<file path="config.mk">
export PLATFORM = sky130hd
export DESIGN_NAME = parking_gate_ctrl
export DESIGN_NICKNAME = d
export VERILOG_FILES = /design/src/rtl/parking_gate_ctrl_pkg.sv /design/src/rtl/parking_gate_ctrl_door_timer.sv /design/src/rtl/parking_gate_ctrl.sv
export SDC_FILE = /design/constraint.sdc
export NUM_CORES = 1
export LEC_CHECK = 0
export ABC_AREA = 1
export CELL_PAD_IN_SITES_DETAIL_PLACEMENT = 2
export CELL_PAD_IN_SITES_GLOBAL_PLACEMENT = 2
export CORE_ASPECT_RATIO = 0.7
export CORE_UTILIZATION = 28
export CTS_BUF_LIST = sky130_fd_sc_hd__clkbuf_8
export DETAILED_ROUTE_END_ITERATION = 10
export GPL_TIMING_DRIVEN = 0
export PLACE_DENSITY = 0.88
export SYNTH_ARGS = -nofsm -noshare
export SYNTH_HDL_FRONTEND = slang
export SYNTH_HIERARCHICAL = 1
export SYNTH_SLANG_ARGS = --single-unit
</file>
<file path="constraint.sdc">
create_clock -name CLK -period 1.97 [get_ports CLK]
set_input_delay 0.394 -clock CLK [delete_from_list [all_inputs] [get_ports CLK]]
set_output_delay 0.394 -clock CLK [all_outputs]
set_load 0.02 [all_outputs]
</file>
<file path="src/rtl/parking_gate_ctrl_pkg.sv">
// Shared types and helpers for the parking gate controller.
package parking_pkg;

    typedef enum logic {IDLE, OPEN} gate_state_t;

    localparam int STAT_W = 16;

    // Increment that sticks at all-ones instead of wrapping.
    function automatic logic [STAT_W-1:0] sat_inc(input logic [STAT_W-1:0] v);
        return (v == {STAT_W{1'b1}}) ? v : v + STAT_W'(1);
    endfunction

endpackage

</file>
<file path="src/rtl/parking_gate_ctrl_door_timer.sv">
// Door hold timer: a load pulse starts a DOOR_CYCLES-long busy window;
// done is high during the last cycle of that window.
module door_timer #(
    parameter int DOOR_CYCLES = 8
) (
    input  logic CLK,
    input  logic RST,
    input  logic load,
    output logic busy,
    output logic done
);

    localparam int TW = $clog2(DOOR_CYCLES + 1);

    logic [TW-1:0] tmr;

    // Load DOOR_CYCLES-1 and count down to zero; busy covers every count value.
    always_ff @(posedge CLK) begin
        if (RST) begin
            tmr  <= '0;
            busy <= 1'b0;
        end else if (load) begin
            tmr  <= TW'(DOOR_CYCLES - 1);
            busy <= 1'b1;
        end else if (busy) begin
            if (tmr == '0) busy <= 1'b0;
            else           tmr  <= tmr - TW'(1);
        end
    end

    assign done = busy && (tmr == '0);

endmodule

</file>
<file path="src/rtl/parking_gate_ctrl.sv">
// Parking-lot gate controller: free-space count, enter/exit arbitration at a
// shared gate, timed door hold. Optional counters enabled by PARKING_STATS_EN.
import parking_pkg::*;

module parking_gate_ctrl #(
    parameter  int CAPACITY    = 4,
    parameter  int DOOR_CYCLES = 8,
    localparam int CW          = $clog2(CAPACITY + 1)
) (
    input  logic          CLK,
    input  logic          RST,
    input  logic          enter_req,
    input  logic          exit_req,
    output logic [CW-1:0] free_cnt,
    output logic          full,
    output logic          empty,
    output logic          enter_grant,
    output logic          exit_grant,
    output logic          deny,
    output logic          door_open
`ifdef PARKING_STATS_EN
    ,
    output logic [STAT_W-1:0] entries_total,
    output logic [STAT_W-1:0] denies_total
`endif
);

    gate_state_t state;
    logic        idle, eg_d, xg_d, dn_d, load;
    logic        tmr_busy, tmr_done;

    assign full  = (free_cnt == '0);
    assign empty = (free_cnt == CW'(CAPACITY));

    // Decisions only happen in IDLE. Both requests on a full lot swap cars;
    // both on an empty lot admits the entrant and drops the stray exit.
    assign idle = (state == IDLE);
    assign eg_d = idle && enter_req && (!full || exit_req);
    assign xg_d = idle && exit_req && !empty;
    assign dn_d = idle && enter_req && full && !exit_req;
    assign load = eg_d || xg_d;

    door_timer #(.DOOR_CYCLES(DOOR_CYCLES)) u_timer (
        .CLK  (CLK),
        .RST  (RST),
        .load (load),
        .busy (tmr_busy),
        .done (tmr_done)
    );

    // Gate FSM with registered pulses, door drive and free-space count.
    always_ff @(posedge CLK) begin
        if (RST) begin
            state       <= IDLE;
            free_cnt    <= CW'(CAPACITY);
            enter_grant <= 1'b0;
            exit_grant  <= 1'b0;
            deny        <= 1'b0;
            door_open   <= 1'b0;
        end else begin
            enter_grant <= eg_d;
            exit_grant  <= xg_d;
            deny        <= dn_d;
            if (eg_d && !xg_d)      free_cnt <= free_cnt - CW'(1);
            else if (xg_d && !eg_d) free_cnt <= free_cnt + CW'(1);
            case (state)
                IDLE: if (load) begin
                    state     <= OPEN;
                    door_open <= 1'b1;
                end
                OPEN: if (tmr_done) begin
                    state     <= IDLE;
                    door_open <= 1'b0;
                end
                default: state <= IDLE;
            endcase
        end
    end

`ifdef PARKING_STATS_EN
    // Lifetime entry/deny counters, saturating.
    always_ff @(posedge CLK) begin
        if (RST) begin
            entries_total <= '0;
            denies_total  <= '0;
        end else begin
            if (eg_d) entries_total <= sat_inc(entries_total);
            if (dn_d) denies_total  <= sat_inc(denies_total);
        end
    end
`endif

    a_cnt_range: assert property (@(posedge CLK) disable iff (RST)
        free_cnt <= CW'(CAPACITY));
    a_timer_sync: assert property (@(posedge CLK) disable iff (RST)
        (state == OPEN) == tmr_busy);

endmodule
</file>
==> results.py <==
metrics = {
    "yosys": {
        "synth_cell_types": 17,
        "synth-main-ff-cell": "dfxtp_1",
        "yosysMostFrequentCell": "inv_1",
        "synthTopCellsByArea": "dfxtp_1, inv_1, nand2_1, nor2_1, nand3_1",
        "synth_top_area_share_pct": 39.9,
        "ys_ff_latch": 13,
        "syn-cell-area_sq_um": 652,
        "synth_top_area_cell": "dfxtp_1",
        "synth-edff-count": 0,
        "seq_area_frac_synth_pct": 39.9,
        "synth.avg_cell_area_sq_um": 7.16,
        "syn-num-nets": 99,
        "synth.top_cells.by_count": "inv_1, nand2_1, dfxtp_1, nor2_1, nand3_1",
        "ys_warn_count": 6,
        "syn_inst": 91,
        "synth_async_sr_flop_share_pct": 0,
    },
    "timing": {
        "period_minus_slack_ns": 2.00,
        "slew_headroom_pct": 80.4,
        "tightestPinTransition_ns": 0.293,
        "hold_viol_final": 0,
        "finalSetupViolations": 2,
        "rsz0062_at_grt": "yes",
        "slew_violations": 0,
        "clock-skew-final_ns": 0.00218,
        "post-route-period-util_pct": 101,
        "finalWorstSetupSlack_ns": -0.0258,
        "fmax_mhz": 501,
    },
    "pwr": {
        "power.density_nw_per_um2": 1760,
        "irDropWorstVdd_mv": 0.618,
        "p_leak_nw": 0.444,
    },
    "routing": {
        "num_vias": 635,
        "viasPerCell": 4.50,
        "finalWirelength_um": 2310,
        "drcViolationCount": 0,
        "dr.first_iter.drc_count": 11,
        "drtPass1Iterations": 3,
        "ant_nets": 0,
        "wire_per_inst_um": 16.4,
    },
    "cells_and_area": {
        "fill_cells": 265,
        "finish.instance_area_sq_um": 902,
        "regArea_sq_um": 260,
        "area_delta_synth_final_pct": 38.4,
        "multi_input_area_sq_um": 345,
        "layout-drive-gt1-share_pct": 15.6,
        "antennaDiodeCount": 0,
        "final_cell_count_no_fill": 141,
        "finalNetCount": 118,
    },
    "run_status": {
        "violations": "negative setup slack",
        "outcome": "finished, violations left",
    },
    "global_routing": {
        "grt_max_degree": 9,
        "grt_pass1_wl_um": 3170,
        "grt_util_all_layers_pct": 17.8,
        "grt-ovfl-total": 0,
        "grt_pass1_vias": 684,
        "grt_antenna_before_repair": 0,
    },
    "floorplan": {
        "die_area_sq_um": 2530,
        "initial_core_util_pct": 30.0,
        "die_h_um": 42.4,
        "io_pins": 13,
        "die_w_um": 59.7,
        "coreArea_sq_um": 2170,
        "row_count": 14,
    },
    "placed_design": {
        "dpl.cell_count": 135,
        "port_buffers": 12,
        "detailed_place.area_sq_um": 812,
        "dp_hpwl_um": 1420,
        "gp_congestion": 0.752,
    },
    "clock_tree": {
        "cts_root_buffer": "clkbuf_8",
        "cts_max_path_buffers": 2,
        "clk_pin_slew_worst_paths_ns": 0.05,
        "numClockSinks": 13,
        "postCtsHoldBufs": 0,
        "clock_latency_ns": 0.25,
        "cts_buffers": 3,
        "cts_tree": "done",
        "htree_levels": 1,
    },
    "hold_path": {
        "hp-class": "reg -> reg",
        "min_from": "u_timer/tmr[1]",
    },
    "setup_path": {
        "startpoint": "free_cnt[0]",
        "timing.rr.start": "free_cnt[0]",
        "cp.arrival_ns": 2.12,
        "crit_type": "reg -> reg",
        "path_max_fanout": 5,
        "cp-start-kind": "flop",
        "cp-end-kind": "flop",
        "worst_ep_required_time_ns": 2.10,
    },
    "run": {
        "maxCapViolCount": 0,
    },
}
-- cell usage in the layout (no fill, tap or decap), types with 2 or more instances in the layout --
cell type / instances
nor2_1: 12
a21oi_1: 7
dlymetal6s2s_1: 2
clkbuf_8: 3
o21ai_0: 2
inv_2: 2
clkdlybuf4s50_1: 10
buf_4: 2
inv_1: 18
nand3_1: 8
ha_1: 2
nand2_1: 15
dfxtp_1: 13
nand2_2: 4
-- through the flow --
step           setup TNS (ns)  power, mW  hold WS [ns]  setup slack [ns]  util [%]
5_1_grt                -0.553       1.72         0.543            -0.186      41.5
6_report              -0.0364       1.59         0.508           -0.0258      41.5
3_5_place_dp            -1.03       1.26         0.485            -0.365      37.4
2_1_floorplan               0      0.961         0.446            0.0592         -
3_3_place_gp           -0.580       1.19         0.464            -0.284      37.4
4_1_cts                     0       1.52         0.500           0.00339      39.8
-- metal layers --
layer	up-vias	global-route usage [%]	share of wire [%]
met4	0	6.98	1.9
met1	304	21.3	46
met5	-	0	0
met3	4	6.79	2.7
li1	315	-	-
met2	12	28.4	49
-- report_power, final --
| part | internal (mW) | leakage (nW) | switching [mW] |
|---|---|---|---|
| Clock | 0.138 | 0.0269 | 0.107 |
| Sequential | 0.354 | 0.107 | 0.0939 |
| Combinational | 0.337 | 0.310 | 0.562 |
| Total | 0.830 | 0.444 | 0.763 |
-- worst paths after layout --
path / end / slack, ns / depth (start not counted)
min: u_timer/tmr[1] / 0.51 / 2
max: u_timer/tmr[0] / -0.03 / 10
min reg2reg: u_timer/tmr[1] / 0.51 / 2
max reg2reg: u_timer/tmr[0] / -0.03 / 10
-- cell type report --
class | count | area share [%]
clock buffers | 3 | 4.58
inverters | 19 | 7.91
flip-flops and latches | 13 | 28.8
clock inverters | 1 | 0.416
multi-input cells | 59 | 38.3
repair buffers | 14 | 15.5
well taps | 32 | 4.44
-- flip-flops by register name, indices dropped and copies added (netlist names) --
register      count
exit_grant        1
u_timer/tmr       4
enter_grant       1
door_open         1
deny              1
state             1
u_timer/busy      1
free_cnt          3
-- worst max-delay path, stage by stage, from the launching register on --
cell     delay, ns
dfxtp_1       0.41
inv_1         0.12
nand3_1       0.15
nand3_1       0.21
ha_1          0.28
inv_1         0.14
inv_2         0.09
nand2_1       0.19
nand2_2       0.12
nand2_1       0.09
a21oi_1       0.07
-- kinds of logic after synthesis --
| kind of cell | synth area share [%] |
|---|---|
| AO/OA/AOI/OAI | 6.91 |
| XOR/XNOR | 2.69 |
| adder cells (fa/ha/maj) | 8.83 |
| buffers and inverters | 10.9 |
| flip-flops | 39.9 |
| AND/OR/NAND/NOR | 30.7 |
-- what timing repair did --
item,CTS,global route
setup buffers,0,2
pin swaps,0,2
resized for setup,2,6
setup endpoints to repair,1,3
Power figures use the tool's default switching activity.
